--- config.mk ---
export PLATFORM = sky130hd
export DESIGN_NAME = pe_mac_ctrl
export DESIGN_NICKNAME = d
export VERILOG_FILES = /design/src/rtl/pe_pkg.sv /design/src/rtl/pe_ctrl_timeout.sv /design/src/rtl/pe_mac_ctrl.sv
export SDC_FILE = /design/constraint.sdc
export NUM_CORES = 1
export LEC_CHECK = 0
export BUFFER_PORTS_ARGS = -buffer_cell sky130_fd_sc_hd__buf_2
export CAP_MARGIN = 40
export CORE_AREA = 2 2 121 123
export DETAILED_ROUTE_END_ITERATION = 10
export DIE_AREA = 0 0 123 125
export GPL_ROUTABILITY_DRIVEN = 0
export GPL_TIMING_DRIVEN = 1
export HOLD_SLACK_MARGIN = 0.15
export MAX_ROUTING_LAYER = met4
export PLACE_DENSITY = 0.79
export SYNTH_ARGS = -nofsm -noshare
export SYNTH_HDL_FRONTEND = slang
export SYNTH_SLANG_ARGS = --single-unit
--- constraint.sdc ---
create_clock -name aclk -period 2.65 [get_ports aclk]
set_input_delay 0.265 -clock aclk [delete_from_list [all_inputs] [get_ports aclk]]
set_output_delay 0.265 -clock aclk [all_outputs]
set_load 0.03 [all_outputs]
--- src/rtl/pe_pkg.sv ---
// Shared types and constants for the PE multiply-accumulate sequencer.
package pe_pkg;

  typedef enum logic [2:0] {
    S_IDLE,
    S_LOAD,
    S_CLR,
    S_RD,
    S_ISSUE,
    S_WAIT,
    S_DONE
  } state_e;

  localparam int unsigned CLR_CYCLES = 2;
  localparam int unsigned DATA_W     = 32;

  localparam logic [DATA_W-1:0] ONE = 32'h3F80_0000;
  localparam logic [DATA_W-1:0] TWO = 32'h4000_0000;

endpackage

--- src/rtl/pe_ctrl_timeout.sv ---
// Loadable down-counter; expired_o is high once the count has reached zero.
module pe_ctrl_timeout #(
  parameter int unsigned CNT_W = 8
) (
  input  logic             clk_i,
  input  logic             rstn_i,
  input  logic             load_i,
  input  logic [CNT_W-1:0] load_val_i,
  input  logic             en_i,
  output logic             expired_o
);

  logic [CNT_W-1:0] cnt_q, cnt_d;
  logic             expired_q;

  always_comb begin
    cnt_d = cnt_q;
    if (load_i) begin
      cnt_d = load_val_i;
    end else if (en_i && (cnt_q != '0)) begin
      cnt_d = cnt_q - CNT_W'(1);
    end
  end

  always_ff @(posedge clk_i) begin
    if (!rstn_i) begin
      cnt_q     <= '0;
      expired_q <= 1'b0;
    end else begin
      cnt_q     <= cnt_d;
      expired_q <= (cnt_d == '0);
    end
  end

  assign expired_o = expired_q;

endmodule

--- src/rtl/pe_mac_ctrl.sv ---
// Sequencer for one PE: loads the B-vector, clears the accumulator, then
// streams an A-row through the multiply-add core one element at a time.
module pe_mac_ctrl
  import pe_pkg::*;
#(
  parameter int unsigned L_RAM_SIZE = 6,
  parameter int unsigned DV_TIMEOUT = 255
) (
  input  logic                  aclk,
  input  logic                  aresetn,
  input  logic                  start,
  input  logic                  cmd_load,
  input  logic [L_RAM_SIZE:0]   cmd_len,
  input  logic                  b_valid,
  output logic                  b_ready,
  input  logic [31:0]           b_data,
  input  logic                  a_valid,
  output logic                  a_ready,
  input  logic [31:0]           a_data,
  output logic                  res_valid,
  input  logic                  res_ready,
  output logic [31:0]           res_data,
  output logic                  busy,
  output logic                  err,
  output logic                  pe_aresetn,
  output logic                  pe_we,
  output logic [L_RAM_SIZE-1:0] pe_addr,
  output logic [31:0]           pe_din,
  output logic [31:0]           pe_ain,
  output logic                  pe_valid,
  input  logic                  pe_dvalid,
  input  logic [31:0]           pe_dout
);

  localparam int unsigned LEN_W   = L_RAM_SIZE + 1;
  localparam int unsigned VEC_MAX = 1 << L_RAM_SIZE;
  localparam int unsigned TMO_W   = $clog2(DV_TIMEOUT + 1);
  localparam int unsigned CLR_W   = (CLR_CYCLES > 1) ? $clog2(CLR_CYCLES) : 1;

  state_e                state_q, state_d;
  logic [LEN_W-1:0]      len_q, len_d;
  logic [LEN_W-1:0]      cnt_q, cnt_d;
  logic [LEN_W-1:0]      idx_q, idx_d;
  logic [CLR_W-1:0]      clr_q, clr_d;
  logic                  err_q, err_d;
  logic [31:0]           res_data_q, res_data_d;
  logic                  busy_q, busy_d;
  logic                  a_ready_q, a_ready_d;
  logic                  b_ready_q, b_ready_d;
  logic                  res_valid_q, res_valid_d;
  logic                  pe_valid_q, pe_valid_d;
  logic                  clear_q, clear_d;
  logic                  pe_we_q, pe_we_d;
  logic [L_RAM_SIZE-1:0] pe_addr_q, pe_addr_d;
  logic [31:0]           pe_din_q, pe_din_d;
  logic [31:0]           pe_ain_q, pe_ain_d;
  logic [LEN_W-1:0]      len_clamp_c;
  logic                  tmo_expired;

  assign len_clamp_c = (cmd_len > LEN_W'(VEC_MAX)) ? LEN_W'(VEC_MAX) : cmd_len;

  pe_ctrl_timeout #(
    .CNT_W (TMO_W)
  ) u_timeout (
    .clk_i      (aclk),
    .rstn_i     (aresetn),
    .load_i     (state_q == S_ISSUE),
    .load_val_i (TMO_W'(DV_TIMEOUT - 1)),
    .en_i       (state_q == S_WAIT),
    .expired_o  (tmo_expired)
  );

  // Next-state and registered-output logic
  always_comb begin
    state_d    = state_q;
    len_d      = len_q;
    cnt_d      = cnt_q;
    idx_d      = idx_q;
    clr_d      = clr_q;
    err_d      = err_q;
    res_data_d = res_data_q;
    pe_we_d    = 1'b0;
    pe_addr_d  = pe_addr_q;
    pe_din_d   = pe_din_q;
    pe_ain_d   = pe_ain_q;

    case (state_q)
      S_IDLE: begin
        if (start) begin
          len_d      = len_clamp_c;
          cnt_d      = '0;
          idx_d      = '0;
          clr_d      = '0;
          err_d      = 1'b0;
          res_data_d = '0;
          state_d    = (cmd_load && (len_clamp_c != '0)) ? S_LOAD : S_CLR;
        end
      end
      S_LOAD: begin
        if (b_valid && b_ready_q) begin
          pe_we_d   = 1'b1;
          pe_din_d  = b_data;
          pe_addr_d = cnt_q[L_RAM_SIZE-1:0];
          cnt_d     = cnt_q + LEN_W'(1);
          if (cnt_q == len_q - LEN_W'(1)) state_d = S_CLR;
        end
      end
      S_CLR: begin
        if (clr_q == CLR_W'(CLR_CYCLES - 1)) begin
          state_d = (len_q == '0) ? S_DONE : S_RD;
        end else begin
          clr_d = clr_q + CLR_W'(1);
        end
      end
      S_RD: begin
        if (a_valid && a_ready_q) begin
          pe_ain_d = a_data;
          state_d  = S_ISSUE;
        end
      end
      S_ISSUE: state_d = S_WAIT;
      S_WAIT: begin
        // A result beats a simultaneous timeout
        if (pe_dvalid) begin
          res_data_d = pe_dout;
          idx_d      = idx_q + LEN_W'(1);
          state_d    = (idx_d == len_q) ? S_DONE : S_RD;
        end else if (tmo_expired) begin
          err_d   = 1'b1;
          state_d = S_DONE;
        end
      end
      S_DONE: begin
        if (res_ready && res_valid_q) state_d = S_IDLE;
      end
      default: state_d = S_IDLE;
    endcase

    if (state_d == S_RD) pe_addr_d = idx_d[L_RAM_SIZE-1:0];

    busy_d      = (state_d != S_IDLE);
    a_ready_d   = (state_d == S_RD);
    b_ready_d   = (state_d == S_LOAD);
    res_valid_d = (state_d == S_DONE);
    pe_valid_d  = (state_d == S_ISSUE);
    clear_d     = (state_d == S_CLR);
  end

  always_ff @(posedge aclk) begin
    if (!aresetn) begin
      state_q     <= S_IDLE;
      len_q       <= '0;
      cnt_q       <= '0;
      idx_q       <= '0;
      clr_q       <= '0;
      err_q       <= 1'b0;
      res_data_q  <= '0;
      busy_q      <= 1'b0;
      a_ready_q   <= 1'b0;
      b_ready_q   <= 1'b0;
      res_valid_q <= 1'b0;
      pe_valid_q  <= 1'b0;
      clear_q     <= 1'b0;
      pe_we_q     <= 1'b0;
      pe_addr_q   <= '0;
      pe_din_q    <= '0;
      pe_ain_q    <= '0;
    end else begin
      state_q     <= state_d;
      len_q       <= len_d;
      cnt_q       <= cnt_d;
      idx_q       <= idx_d;
      clr_q       <= clr_d;
      err_q       <= err_d;
      res_data_q  <= res_data_d;
      busy_q      <= busy_d;
      a_ready_q   <= a_ready_d;
      b_ready_q   <= b_ready_d;
      res_valid_q <= res_valid_d;
      pe_valid_q  <= pe_valid_d;
      clear_q     <= clear_d;
      pe_we_q     <= pe_we_d;
      pe_addr_q   <= pe_addr_d;
      pe_din_q    <= pe_din_d;
      pe_ain_q    <= pe_ain_d;
    end
  end

  // PE reset follows the system reset directly, plus the CLR pulse
  assign pe_aresetn = aresetn & ~clear_q;

  assign busy      = busy_q;
  assign err       = err_q;
  assign res_valid = res_valid_q;
  assign res_data  = res_data_q;
  assign a_ready   = a_ready_q;
  assign b_ready   = b_ready_q;
  assign pe_valid  = pe_valid_q;
  assign pe_we     = pe_we_q;
  assign pe_addr   = pe_addr_q;
  assign pe_din    = pe_din_q;
  assign pe_ain    = pe_ain_q;

endmodule

==> results of run 1 <==
-- logic make-up (layout without fill, tap and decap cells) --
family | count (synthesis) | after routing
buf+inv | 58 | 387
compound gates | 163 | 163
other cells | 0 | 1
simple gates | 334 | 334
mux | 8 | 8
xor+xnor | 30 | 30
flops | 144 | 144
fa+ha+maj | 5 | 5
-- final cells by class --
cell class | count | area [µm²]
fillers | 1093 | 4930
multi-input cells | 540 | 3200
flip-flops and latches | 144 | 2890
repair buffers | 347 | 2330
clock buffers | 17 | 425
well taps | 184 | 230
clock inverters | 15 | 174
inverters | 8 | 30.0
diodes | 1 | 2.50
-- Yosys cell counts, types with 3 or more instances --
cell type	instances	area, µm²
a21boi_0	113	848
o21ai_0	14	70.1
a21oi_1	10	50.1
nor2b_1	13	81.3
ha_1	5	62.6
and2_1	5	31.3
xor2_1	14	123
xnor2_1	16	140
mux2_2	5	56.3
a22o_1	3	26.3
nand2_1	201	754
or3_1	4	25.0
clkbuf_1	39	146
dfxtp_1	144	2880
buf_2	9	45.0
nand3_1	47	235
nor3b_1	3	22.5
inv_1	8	30.0
nor2_1	23	86.3
a31oi_1	7	43.8
nand3b_1	4	30.0
and3_1	5	31.3
nor3_1	15	75.1
-- path summary, 6_finish.rpt --
check | startpoint | endpoint | slack (ns) | cells past startpoint
setup / recovery | len_q[1] | pe_addr[0] | 0.01 | 10
setup reg to reg | len_q[1] | pe_addr[0] | 0.01 | 10
hold / removal | cmd_len[3] | len_q[3] | 0.17 | 3
hold reg to reg | pe_ain[11] | pe_ain[11] | 0.46 | 2
-- worst min-delay path, delay by kind of cell --
family	cells	cell delay (ns)
compound gates	1	0.07
buf+inv	1	0.11
simple gates	1	0.09
-- registers in the layout, indices dropped and copies added (netlist names) --
signal and flops:
a_ready 1, b_ready 1, busy 1, clear_q 1
clr_q 1, cnt_q 7, err 1, idx_q 7
len_q 7, pe_addr 6, pe_ain 32, pe_din 32
pe_valid 1, pe_we 1, res_data 32, res_valid 1
state_q 3, u_timeout.cnt_q 8, u_timeout.expired_o 1
-- per-layer routing --
layer	share of wire, %	global-route usage, %
met2	48	41.1
met5	0	-
met4	2.2	9.22
met1	41	29.7
met3	8.1	7.03
-- per-stage QoR --
| stage | TNS, ns | setup WS (ns) | hold WS (ns) | total power, mW | utilization [%] |
|---|---|---|---|---|---|
| 6_report | 0 | 0.00950 | 0.173 | 5.25 | 65.3 |
| 3_3_place_gp | 0 | 0.123 | 0.445 | 2.68 | 52.8 |
| 4_1_cts | 0 | 0.00237 | 0.151 | 5.22 | 64.2 |
| 5_1_grt | -0.512 | -0.0636 | 0.186 | 5.43 | 65.3 |
| 2_1_floorplan | 0 | 0.172 | 0.374 | 2.52 | - |
| 3_5_place_dp | 0 | 0.0377 | 0.451 | 2.69 | 52.8 |
-- power by group through the flow --
stage / combinational, mW / clock (mW) / sequential (mW)
floorplan: 0.246 / 0 / 2.27
global placement: 0.416 / 0 / 2.27
detailed placement: 0.418 / 0 / 2.27
CTS: 0.536 / 2.46 / 2.22
global route: 0.643 / 2.56 / 2.22
finish: 0.599 / 2.43 / 2.22
-- timing repair --
action                                 4_1_cts  5_1_grt
resized for setup                            0       20
endpoints found under the hold margin      101        1
setup endpoints to repair                    0        9
setup buffers                                0        6
hold buffers                               101        1
==> flow_metrics.tcl, run 1 <==
set metrics [dict create \
    final_area_mm2 0.00928 \
    cts.sinks 144 \
    grt_usage_pct 25.3 \
    drtIter0Drc 337 \
    max_stage_delay_ns 0.42 \
    synth_mux_area_share_pct 1.47 \
    fin_crit_ns 2.64 \
    routed_wl_mm 19.4 \
    outcome "completed" \
    path_cells "inv_2, ha_4, or3b_4, nor4_4, o21ai_2, a2111oi_4, a31oi_4, o211ai_4, buf_12, mux2_4" \
    cp-end-kind "flop" \
    slew_viol_final 0 \
    relSlewSlack_pct 57.8 \
    max_cap_violations 0 \
    postRouteAntennaNets 0 \
    worst_pin_slew_ns 0.626 \
    grt_pass1_vias 6237 \
    layout_commonest_cell "buf_2" \
    cp_max_fo 4 \
    p_clk_share_pct 46.3 \
    hold_viol_final 0 \
    power_density_mw_per_mm2 566 \
    cts_tree "done" \
    p_int_mw 3.92 \
    yosys_warnings 0 \
    route.detailed.drc 0 \
    cts_buffer_depth 2 \
    placed_area_mm2 0.00750 \
    start_util_pct 43.8 \
    avgSynthCellArea_um2 8.39 \
    p_seq_share_pct 42.3 \
    synth.net_count 858 \
    fp.dieW_um 123 \
    synth-xor-area-share_pct 4.22 \
    fin_cells 1256 \
    antenna_found_initial 1 \
    path_class "flop to flop" \
    die_h_um 125 \
    synth_compound_area_share_pct 19.2 \
    first_pass_iters 5 \
    synth_top_family_by_area "simple AND/OR/NAND/NOR gates" \
    min-delay-path-class "input pin to flop" \
    swShare_pct 25.4 \
    cts_htree_levels 4 \
    critPathBufInv 2 \
    core_area_mm2 0.0142 \
    cts_root_buf "clkbuf_16" \
    finalSetupViolCount 0 \
    p_sw_mw 1.33 \
    routed_via_density 5.11 \
    synthAdderAreaFrac_pct 1.00 \
    timing.final.crit_share_pct 99.6 \
    die-area_mm2 0.0154 \
    skew_ns 0.00765 \
    crit_family "compound AO/OA/AOI/OAI gates" \
    numCtsBuffers 17 \
    yosysUniqueCellTypes 51 \
    place_inst 1115 \
    p_comb_share_pct 11.4 \
    async_flop_share_pct 0 \
    cp-start-kind "flop" \
    irDropWorstVdd_v 0.000455 \
    clk_pin_slew_ns 0.06 \
    grt_max_degree 40 \
    cp.required_ns 2.96 \
    insertion_delay_ns 0.42 \
    fmax_mhz 379 \
    vias 6419 \
    dp_hpwl_mm 11.4 \
    netlist_area_mm2 0.00623 \
    row_count 44 \
    overflow 0 \
    ys_seq_area_share_pct 46.3 \
    ys.flop_type "dfxtp_1" \
    syn-instance-count 742 \
    crit_slowest_cell "a2111oi_4" \
    grt_pass1_wl_mm 30.0 \
    nets 1174 \
    syn2layout_area_growth_pct 49.0 \
    synth-edff-count 0 \
    wl_per_cell_um 15.4 \
    crit_arrival_ns 2.95 \
    ys_ff_latch 144 \
    final_cell_mix "220 x buf_2, 201 x nand2_1, 142 x dfxtp_1, 113 x a21boi_0, 102 x dlygate4sd3_1" \
    yosys.area_share.simple_pct 24.0 \
    io_pins 221 \
    io_buffer_count 220 \
    final_layout_size_suffix_gt1_share_pct 28.4 \
    p_leak_nw 3.93 \
]
Power figures use the tool's default switching activity.
==> inputs of run 2 (changes only) <==
--- a/config.mk
+++ b/config.mk
@@ -7,14 +7,15 @@
 export LEC_CHECK = 0
 export BUFFER_PORTS_ARGS = -buffer_cell sky130_fd_sc_hd__buf_2
 export CAP_MARGIN = 40
-export CORE_AREA = 2 2 121 123
+export CORE_AREA = 2 2 122 124
 export DETAILED_ROUTE_END_ITERATION = 10
-export DIE_AREA = 0 0 123 125
+export DIE_AREA = 0 0 124 126
 export GPL_ROUTABILITY_DRIVEN = 0
 export GPL_TIMING_DRIVEN = 1
 export HOLD_SLACK_MARGIN = 0.15
 export MAX_ROUTING_LAYER = met4
-export PLACE_DENSITY = 0.79
+export PLACE_DENSITY = 0.8
 export SYNTH_ARGS = -nofsm -noshare
 export SYNTH_HDL_FRONTEND = slang
+export SYNTH_HIERARCHICAL = 1
 export SYNTH_SLANG_ARGS = --single-unit
==> run 2 against run 1 <==
Compared with the run above:
- utilization up 0.31 points
- flip-flop and latch count did not move
- combinational power grew 37%
- die area rose by 1.6%
- hold slack improved by 0.12 ns
- final cell count up 1.9%
- register-to-register slack better by 0.12 ns
- sequential power grew 2%
- area after synthesis up 3.9%
- routed wire length increased by 0.31%
- via count increased by 4.2%
- critical path type is now input pin to flop
==> flow_metrics.tcl, run 2 <==
set metrics [dict create \
    core_area_mm2 0.0143 \
    grt_usage_pct 26.2 \
    fin_crit_ns 2.52 \
    fillCellCount 1113 \
    power_density_mw_per_mm2 584 \
    grt_pass1_vias 6516 \
    timing.final.crit_share_pct 95.3 \
    n_antenna_cell 0 \
    row_count 44 \
    synth_top_area_share_pct 44.6 \
    yosys_warnings 6 \
    io_pins 221 \
    total_power_mw 5.49 \
    grt_max_degree 61 \
    wl_per_cell_um 15.2 \
    cp_max_fo 8 \
    cts_htree_levels 4 \
    skew_ns 0.00781 \
    synth_mux_area_share_pct 1.39 \
    finalWorstSetupSlack_ns 0.125 \
    yosysUniqueCellTypes 58 \
    synth_top_cell_by_area "dfxtp_1" \
    layout_commonest_cell "buf_2" \
    yosysMostFrequentCell "nand2_1" \
    insertion_delay_ns 0.42 \
    start_util_pct 45.2 \
    nets 1201 \
    crit_arrival_ns 2.83 \
    max_cap_violations 0 \
    final_area_mm2 0.00939 \
    antenna_found_initial 0 \
    synth_top_family_by_area "simple AND/OR/NAND/NOR gates" \
    overflow 0 \
    syn2layout_area_growth_pct 45.2 \
    final_layout_size_suffix_gt1_share_pct 27.4 \
    ys_ff_latch 144 \
    routed_via_density 5.22 \
    finalSetupViolCount 0 \
    io_buffer_count 220 \
    fmax_mhz 396 \
    yosys.area_share.simple_pct 27.3 \
    dp_hpwl_mm 11.8 \
    cts_root_buf "clkbuf_16" \
    min-delay-path-class "input pin to flop" \
    ys_top_cells_by_count "193 x nand2_1, 144 x dfxtp_1, 107 x a21boi_0" \
    p_clk_share_pct 43.8 \
    synth_area_leaders "dfxtp_1 45%, a21boi_0 12%, nand2_1 11%" \
    synthAdderAreaFrac_pct 1.16 \
    postRouteAntennaNets 0 \
    rsz0062_at_grt "no" \
    vias 6686 \
    cp.required_ns 2.95 \
    placed_area_mm2 0.00781 \
    cp-end-kind "flop" \
    outcome "completed" \
    slew_viol_final 0 \
    netlist_area_mm2 0.00647 \
    drtIter0Drc 455 \
    cts_buffer_depth 2 \
    swShare_pct 25.0 \
    tns_ns 0 \
    path_class "input pin to flop" \
    relSlewSlack_pct 62.3 \
    syn-instance-count 766 \
    ys_seq_area_share_pct 44.6 \
    grt_pass1_wl_mm 31.4 \
    hold_viol_final 0 \
    die_h_um 126 \
    synth-xor-area-share_pct 2.71 \
    final_cell_mix "219 x buf_2, 193 x nand2_1, 144 x dfxtp_1, 107 x a21boi_0, 97 x dlygate4sd3_1" \
    synth-edff-count 0 \
    first_pass_iters 5 \
    async_flop_share_pct 0 \
    p_leak_nw 3.99 \
    clk_pin_slew_ns 0.06 \
    postCtsSetupBuffers 0 \
    p_seq_share_pct 41.2 \
    numCtsBuffers 17 \
    worst_pin_slew_ns 0.561 \
    pre_cts_slack_ns 0.138 \
    synth_compound_area_share_pct 19.1 \
    die-area_mm2 0.0156 \
    p_int_mw 4.12 \
    p_sw_mw 1.37 \
    route.detailed.drc 0 \
    cts_tree "done" \
    p_comb_share_pct 15.0 \
    routed_wl_mm 19.5 \
    ys.flop_type "dfxtp_1" \
    fp.dieW_um 124 \
    cts.sinks 144 \
    irDropWorstVdd_v 0.000418 \
    avgSynthCellArea_um2 8.44 \
    cp-start-kind "input pin" \
]
==> run 2: cell count changes after synthesis, moves of 6 or more <==
cell	change
a21boi_0	-6
a21oi_1	+15
nand2_1	-8
nor2_1	-8
nor2b_1	+6
nor3b_1	+10
xnor2_1	-7
==> run 2: area by class of cell <==
class                   instances  area (µm²)  share of cell area [%]
multi-input cells             572        3390                    36.1
flip-flops and latches        144        2880                    30.7
repair buffers                341        2260                    24.0
clock buffers                  23         498                    5.30
well taps                     184         230                    2.45
clock inverters                 8         103                    1.09
inverters                       8        30.0                   0.320
==> run 2: worst max-delay path, stage by stage <==
cell and delay, ns:
dlygate4sd3_1 0.53, buf_2 0.16, or4_4 0.44, o41ai_4 0.30, nor2_2 0.06, nor4_2 0.29, o211ai_2 0.14, nor3b_4 0.17
buf_6 0.16, mux2_4 0.30
==> run 2: layer usage <==
metal  wire length [µm]  up-vias  global-route usage, %
met5                  0        -                      -
met4                848        0                   13.7
met3               1040       72                   5.30
met2               9780      267                   42.5
met1               7790     3104                   30.4
li1                   -     3243                      -
==> run 2: repair_timing <==
item                                   4_1_cts  5_1_grt
gates resized for setup                      0        2
setup endpoints to repair                    0        6
hold buffers                                97        0
endpoints found under the hold margin       97        0
==> run 2: logic make-up after synthesis <==
kind of cell | count (synthesis)
buf+inv | 58
mux | 6
fa+ha+maj | 6
simple gates | 359
xor+xnor | 20
compound gates | 171
other cells | 2
flops | 144
==> run 2: power by group through the flow <==
stage | clock network (mW) | registers, mW | logic [mW]
after floorplan | 0 | 2.34 | 0.407
after global placement | 0 | 2.30 | 0.677
after detailed placement | 0 | 2.31 | 0.687
after CTS | 2.44 | 2.26 | 0.802
after global routing | 2.54 | 2.27 | 0.895
final | 2.40 | 2.26 | 0.822
==> run 2: metrics by stage <==
step	hold WS [ns]	instances	utilization (%)
after floorplan	0.387	774	-
after global routing	0.297	1280	65.6
final	0.290	1280	65.6
after global placement	0.446	1152	54.6
after detailed placement	0.452	1152	54.6
after CTS	0.272	1280	65.6
==> run 2: path summary, 6_finish.rpt <==
check            endpoint  cells after the start          from  slack [ns]
min reg2reg  res_data[25]                      2  res_data[25]        0.46
min              len_q[5]                      4    cmd_len[5]        0.29
max reg2reg    pe_addr[4]                      9      idx_q[1]        0.13
max            pe_addr[4]                     10    cmd_len[6]        0.13
